`src/rtl/lif_spike_rate_display.sv`:
```
// ---------------------------------------------------------------------------
// lif_spike_rate_display
//   Counts rising edges of a LIF neuron spike output over a fixed window of
//   enabled clock cycles. At the end of each window the count is latched as a
//   saturated rate, a one-cycle valid strobe is raised, and a window-tick dot
//   is lit for DOT_CYCLES enabled cycles. One hex nibble of the rate drives
//   an active-high 7-segment display.
//
// Ports
//   clk         in   1        system clock, rising edge
//   rst_n       in   1        asynchronous active-low reset
//   ena         in   1        design enable; low freezes all counting state
//   spike_in    in   1        neuron spike (level, may stay high many cycles)
//   nibble_sel  in   1        0: show rate[3:0], 1: show rate[7:4]
//   seg_out     out  7        segments {g,f,e,d,c,b,a}, active high
//   dot_out     out  1        window-tick decimal point
//   rate_out    out  COUNT_W  spike count of the last completed window
//   rate_valid  out  1        one-cycle pulse when rate_out updates
// ---------------------------------------------------------------------------
module lif_spike_rate_display #(
  parameter int WINDOW_CYCLES = 1000,
  parameter int COUNT_W       = 8,
  parameter int DOT_CYCLES    = 64
) (
  input  logic               clk,
  input  logic               rst_n,
  input  logic               ena,
  input  logic               spike_in,
  input  logic               nibble_sel,
  output logic [6:0]         seg_out,
  output logic               dot_out,
  output logic [COUNT_W-1:0] rate_out,
  output logic               rate_valid
);

  localparam int TIMER_W = (WINDOW_CYCLES > 2) ? $clog2(WINDOW_CYCLES) : 1;
  localparam int DOT_W   = $clog2(DOT_CYCLES + 1);

  localparam logic [TIMER_W-1:0] TIMER_LAST = TIMER_W'(WINDOW_CYCLES - 1);
  localparam logic [DOT_W-1:0]   DOT_LOAD   = DOT_W'(DOT_CYCLES);
  localparam logic [COUNT_W-1:0] CNT_MAX    = {COUNT_W{1'b1}};

  // Hex digit to active-high {g,f,e,d,c,b,a} segment pattern.
  function automatic logic [6:0] hex_to_seg(input logic [3:0] nib);
    logic [6:0] seg;
    case (nib)
      4'h0:    seg = 7'h3F;
      4'h1:    seg = 7'h06;
      4'h2:    seg = 7'h5B;
      4'h3:    seg = 7'h4F;
      4'h4:    seg = 7'h66;
      4'h5:    seg = 7'h6D;
      4'h6:    seg = 7'h7D;
      4'h7:    seg = 7'h07;
      4'h8:    seg = 7'h7F;
      4'h9:    seg = 7'h6F;
      4'hA:    seg = 7'h77;
      4'hB:    seg = 7'h7C;
      4'hC:    seg = 7'h39;
      4'hD:    seg = 7'h5E;
      4'hE:    seg = 7'h79;
      4'hF:    seg = 7'h71;
      default: seg = 7'h00;
    endcase
    return seg;
  endfunction

  logic [TIMER_W-1:0] r_timer;
  logic [COUNT_W-1:0] r_cnt;
  logic [COUNT_W-1:0] r_rate;
  logic [DOT_W-1:0]   r_dot_cnt;
  logic               r_spike_d;
  logic               r_valid;
  logic               r_dot;
  logic [6:0]         r_seg;

  logic               w_edge;
  logic               w_terminal;
  logic [COUNT_W-1:0] w_cnt_inc;
  logic [TIMER_W-1:0] w_timer_nxt;
  logic [DOT_W-1:0]   w_dot_nxt;
  logic [7:0]         w_rate8;
  logic [3:0]         w_nibble;

  assign w_edge     = spike_in & ~r_spike_d;
  assign w_terminal = (r_timer == TIMER_LAST);

  // Next-state values for the counter, window timer and dot timer.
  always_comb begin
    w_cnt_inc   = r_cnt;
    w_timer_nxt = r_timer;
    w_dot_nxt   = r_dot_cnt;
    w_rate8     = 8'h00;
    w_nibble    = 4'h0;

    // Saturating increment: the count sticks at all-ones instead of wrapping.
    if (w_edge && (r_cnt != CNT_MAX)) begin
      w_cnt_inc = r_cnt + COUNT_W'(1'b1);
    end else begin
      w_cnt_inc = r_cnt;
    end

    if (w_terminal) begin
      w_timer_nxt = {TIMER_W{1'b0}};
      w_dot_nxt   = DOT_LOAD;
    end else begin
      w_timer_nxt = r_timer + TIMER_W'(1'b1);
      if (r_dot_cnt != {DOT_W{1'b0}}) begin
        w_dot_nxt = r_dot_cnt - DOT_W'(1'b1);
      end else begin
        w_dot_nxt = {DOT_W{1'b0}};
      end
    end

    // The display only ever sees the low byte; narrow rates are zero-extended.
    w_rate8 = 8'(r_rate);
    if (nibble_sel) begin
      w_nibble = w_rate8[7:4];
    end else begin
      w_nibble = w_rate8[3:0];
    end
  end

  // Window timing, spike counting, rate latch, valid strobe and dot timer.
  always_ff @(posedge clk or negedge rst_n) begin
    if (!rst_n) begin
      r_timer   <= {TIMER_W{1'b0}};
      r_cnt     <= {COUNT_W{1'b0}};
      r_rate    <= {COUNT_W{1'b0}};
      r_dot_cnt <= {DOT_W{1'b0}};
      r_spike_d <= 1'b0;
      r_valid   <= 1'b0;
      r_dot     <= 1'b0;
    end else if (ena) begin
      r_spike_d <= spike_in;
      r_timer   <= w_timer_nxt;
      r_dot_cnt <= w_dot_nxt;
      r_dot     <= (w_dot_nxt != {DOT_W{1'b0}});
      r_valid   <= w_terminal;
      if (w_terminal) begin
        // An edge on the terminal cycle belongs to the closing window.
        r_rate <= w_cnt_inc;
        r_cnt  <= {COUNT_W{1'b0}};
      end else begin
        r_cnt  <= w_cnt_inc;
      end
    end else begin
      r_valid <= 1'b0;
    end
  end

  // Display decode; runs regardless of ena so nibble_sel always takes effect.
  always_ff @(posedge clk or negedge rst_n) begin
    if (!rst_n) begin
      r_seg <= 7'h3F;
    end else begin
      r_seg <= hex_to_seg(w_nibble);
    end
  end

  assign seg_out    = r_seg;
  assign dot_out    = r_dot;
  assign rate_out   = r_rate;
  assign rate_valid = r_valid;

endmodule

```
`config.mk`:
```
export PLATFORM = sky130hd
export DESIGN_NAME = lif_spike_rate_display
export DESIGN_NICKNAME = d
export VERILOG_FILES = /design/src/rtl/lif_spike_rate_display.sv
export SDC_FILE = /design/constraint.sdc
export NUM_CORES = 1
export LEC_CHECK = 0
export CELL_PAD_IN_SITES_DETAIL_PLACEMENT = 1
export CELL_PAD_IN_SITES_GLOBAL_PLACEMENT = 1
export CORE_ASPECT_RATIO = 0.8
export CORE_MARGIN = 1
export CORE_UTILIZATION = 41
export DETAILED_ROUTE_END_ITERATION = 12
export PLACE_DENSITY = 0.78
export SLEW_MARGIN = 20
export SYNTH_ARGS = -nofsm -noshare
export SYNTH_HDL_FRONTEND = slang
export SYNTH_SLANG_ARGS = --single-unit
```
`constraint.sdc`:
```
create_clock -name clk -period 1.65 [get_ports clk]
set_input_delay 0.165 -clock clk [delete_from_list [all_inputs] [get_ports clk]]
set_output_delay 0.165 -clock clk [all_outputs]
set_load 0.02 [all_outputs]
```
# --- Word level (Yosys, flattened, before mapping) ---
# Memories as Yosys holds them, arrays and structs flattened. A register that Yosys moved wholly into a read port is not among the register bits.
# Cells that the tools add are included.
totals:
  reg_bits: 36
  mem_bits_ro: 112
  inputBits: 5
  output_inout_bits: 17
  memories: 1
classes:
  n_addsub: 3
  eq_ne: 2
  mux: 7
  n_bitwise: 2
  n_reduce_logical: 5
memory_table:
  columns: ["name", "depth", "word_bits", "rd", "rd_ports_with_merged_regs", "wr", "line_no", "text"]
  rows:
  - ["(name not given)", 16, 7, 1, 1, 0, "46", "case (nib)"]
op_table:
  columns: ["op", "n"]
  rows:
  - ["8-bit two-way mux", 2]
  - ["7-bit two-way mux", 2]
  - ["7-bit nonzero test", 2]
  - ["10-bit by 1-bit adder with 10-bit output, second input constant", 1]
  - ["10-bit equality test, second input constant", 1]
  - ["10-bit two-way mux", 1]
  - ["8-bit by 1-bit adder with 8-bit output, second input constant", 1]
  - ["8-bit != test, second input constant", 1]
  - ["7-bit by 1-bit subtractor with 7-bit output, second input constant", 1]
  - ["4-bit two-way mux", 1]
  - ["2-bit AND reduction", 1]
  - ["1-bit bitwise AND", 1]
  - ["1-bit logical AND", 1]
  - ["1-bit zero test", 1]
  - ["1-bit two-way mux", 1]
  - ["1-bit NOT", 1]

# --- Logic depth before layout (Yosys ltp) ---
# Gate-level depths: netlist of the first run.
logic_depth:
  word_depth: 5
  depth_mapped: 6

# --- Worst setup path before layout of the first run ---
# Ideal clock, no wire load.
synth_path:
  path_kind: "reg2reg"
  from: "register r_rate[4], in the netlist rate_out[4]"
  to: "register r_seg[3], in the netlist seg_out[3]"
  setup_time_ns: 0.060
  t_arrival_ns: 1.673
  slack_ns: -0.083
  path_stages_with_launch: 6
  period_less_slack_ns: 1.733
  cell_sequence: "dfrtp_1 -> mux2i_1 -> inv_1 -> ha_1 -> mux4_2 -> inv_1"
synth_between:
  elab_chain_len: 1
synth_rtl:
  columns: ["element", "line_no", "text"]
  rows:
  - ["from (decl)", "70", "logic [COUNT_W-1:0] r_rate;"]
  - ["from (signal assigned)", "129", "r_rate <= {COUNT_W{1'b0}};"]
  - ["from (signal assigned)", "142", "r_rate <= w_cnt_inc;"]
  - ["4-bit two-way mux", "117", "if (nibble_sel) begin"]
  - ["to (decl)", "75", "logic [6:0] r_seg;"]
# No other way between the ends.
# A chain may end at the register's enable or synchronous reset.

# --- Worst setup path in the final report of the first run ---
layout_path:
  from: "register r_seg[0], in the netlist seg_out[0]"
  to: "output seg_out[0]"
layout_rtl:
  columns: ["element", "line_no", "text"]
  rows:
  - ["to (decl)", "30", "output logic [6:0] seg_out,"]
# No word-level cell between the ends.

==> flow_summary.ini, run 1 <==
[sta]
tightest_slew_ns = 0.558
hold_slack_ns = 0.471
rsz0062_at_grt = false
period_minus_slack_ns = 1.61
fmax_mhz = 622
relSlewSlack_pct = 62.8
maxSlewViolCount = 0
tns_ns = 0
skew_ns = 0.00685
setup_violations = 0
finalHoldViolCount = 0
fin_crit_sh_pct = 97.5
setup_ws_ns = 0.0416

[floorplanning]
die-area_um2 = 6380
die_width_um = 89.1
rows = 24
chipHeight_um = 71.7
core_area_um2 = 5650
num_io_pins = 22
initial_core_util_pct = 44.1

[yosys]
synth_area_per_cell_um2 = 10.7
synth_edf_count = 0
synth_compound_area_share_pct = 18.9
yosys_warnings = 0
synth_nets = 248
ys_types = 61
synth_area_um2 = 2490
synth_xor_area_share_pct = 3.87
seq_area_frac_synth_pct = 43.6
yosys_most_used_dff = dfrtp_1
async_flop_share_pct = 100
synthMuxAreaShare_pct = 6.99
synth_top_family_by_area = compound AO/OA/AOI/OAI gates
ys_ff_latch = 43
synth_cells = 232
synth_adder_area_share_pct = 5.53
yosys.area_share.simple_pct = 17.8

[clock_network]
cts_buffers = 5
cts_root_buffer = clkbuf_8
htree_levels = 2
clk_path_buf_depth = 2
cts_tree = yes
path_clk_slew_ns = 0.08
clock_latency_ns = 0.30
cts_sinks = 43

[critical_path]
worstPathBufferInverterCount = 1
slowest_delay_ns = 0.61
arrival_ns = 1.44
path_class = flop to output pin
path_cells = clkdlybuf4s50_1
crit_family = buffers and inverters
cp-start-kind = flop
crit_fanout = 1
critPathSlowestCell = clkdlybuf4s50_1
worstPathRequired_ns = 1.48
crit_path_end_kind = output pin

[detailed_routing]
vias_per_cell = 5.49
wirelength_um = 6590
drc = 0
firstDrtPassIters = 4
wl_per_cell_um = 17.5
num_vias = 2068
postRouteAntennaNets = 0
drtIter0Drc = 51

[pwr]
p_per_area_nw_per_um2 = 1030
p_total_w = 0.00337
static-leakage-power_nw = 1.40
vdd_drop_max_uv = 618

[global_routing]
grt_pass1_wl_um = 11000
grt_pass1_vias = 2218
antenna_found_initial = 0
grt_usage_pct = 22.7
grt_start_max_net_pins = 44
grt-ovfl-total = 0

[place]
gp_congestion = 0.832
portBuffers = 21
placedCellCount = 365
place_ws_ns = -0.398
hpwl_um = 4720

[layout]
final_cells = 377
antenna_cells = 0
area_growth_pct = 31.6
fin_nets = 314
layout-drive-gt1-share_pct = 29.1

[outcome]
outcome = completed

[flow_run]
cap_violations = 0

[hold_path]
min_path_type = input port to asynchronous set/reset pin
[power breakdown]
group | switching (W) | leakage [nW] | total [W] | internal, W
combinational | 0.000598 | 0.821 | 0.00116 | 0.000563
sequential | 0.000194 | 0.529 | 0.00145 | 0.00125
clock | 0.000376 | 0.0515 | 0.000758 | 0.000383
[flip-flops by register name (all words and copies together) (netlist names)]
name,cells
r_cnt,8
rate_out,8
dot_out,1
r_spike_d,1
seg_out,7
rate_valid,1
r_timer,10
r_dot_cnt,7
[kinds of logic after synthesis]
kind of cell    Yosys count
buf+inv                  18
xor+xnor                 11
fa+ha+maj                11
mux                      13
flops                    43
compound gates           62
simple gates             74
[cell usage after synthesis (all sizes together), types with 3 or more instances]
master,n,area (um2)
mux2i,7,95.1
ha,11,138
a211oi,3,32.5
a31oi,6,52.6
nand3,9,50.1
nand2,12,50.1
o21ai,14,70.1
a22o,7,61.3
nor2,19,71.3
inv,11,41.3
buf,5,33.8
dfstp,6,158
a21oi,12,63.8
dfrtp,37,926
mux2,5,56.3
xnor2,11,96.3
o2bb2ai,5,43.8
nor3,9,45.0
nand2b,3,18.8
[layout by cell type (no fill, tap or decap), drive strengths merged, types with 11 or more instances in the layout]
cell type      netlist  final
buf                  5     45
dfrtp               37     37
nor2                19     19
clkdlybuf4s50        0     19
o21ai               14     14
a21oi               12     12
nand2               12     12
inv                 11     11
xnor2               11     11
ha                  11     11
[area by class of cell]
| cell class | count | area, um2 |
|---|---|---|
| Fill cell | 641 | 2370 |
| Multi-Input combinational cell | 171 | 1390 |
| Sequential cell | 43 | 1080 |
| Timing Repair Buffer | 66 | 561 |
| Clock buffer | 8 | 100 |
| Tap cell | 78 | 97.6 |
| Inverter | 11 | 41.3 |
[layer usage]
metal | up-vias | global-route usage, % | wire length (um)
met4 | 0 | 6.53 | 65
met2 | 23 | 38.0 | 3290
li1 | 990 | - | -
met5 | - | 0 | 0
met3 | 7 | 3.80 | 133
met1 | 1048 | 30.4 | 3100
[metrics by stage]
step | utilization (%) | area [um2]
finish | 58.0 | 3270
global route | 58.0 | 3270
floorplan | - | 2500
detailed placement | 54.7 | 3090
global placement | 54.7 | 3090
CTS | 56.7 | 3200
[path summary, 6_finish.rpt]
| kind | endpoint | cells after the start | slack, ns | start |
|---|---|---|---|---|
| min in group clk | r_dot_cnt[5] | 1 | 0.53 | r_dot_cnt[5] |
| hold reg to reg | r_dot_cnt[5] | 1 | 0.53 | r_dot_cnt[5] |
| hold / removal | rate_valid | 3 | 0.47 | rst_n |
| setup reg to reg | dot_out | 5 | 0.06 | r_timer[6] |
| max in group asynchronous | rate_out[4] | 3 | 0.77 | rst_n |
| setup / recovery | seg_out[0] | 1 | 0.04 | seg_out[0] |
[timing repair]
action,4_1_cts,5_1_grt
hold buffers,1,0
setup buffers,0,3
endpoints found under the hold margin,37,0
pin swaps,0,0
cloned,0,0
endpoints found under the setup margin,6,15
resized for setup,3,8
(Power assumes the default switching activity.)
==> inputs of run 2 (changes only) <==
--- a/config.mk
+++ b/config.mk
@@ -11,6 +11,7 @@
 export CORE_MARGIN = 1
 export CORE_UTILIZATION = 41
 export DETAILED_ROUTE_END_ITERATION = 12
+export GPL_ROUTABILITY_DRIVEN = 0
 export PLACE_DENSITY = 0.78
 export SLEW_MARGIN = 20
 export SYNTH_ARGS = -nofsm -noshare
==> results of run 2 <==
Final layout, timing and power as in run 1 (identical DEF).
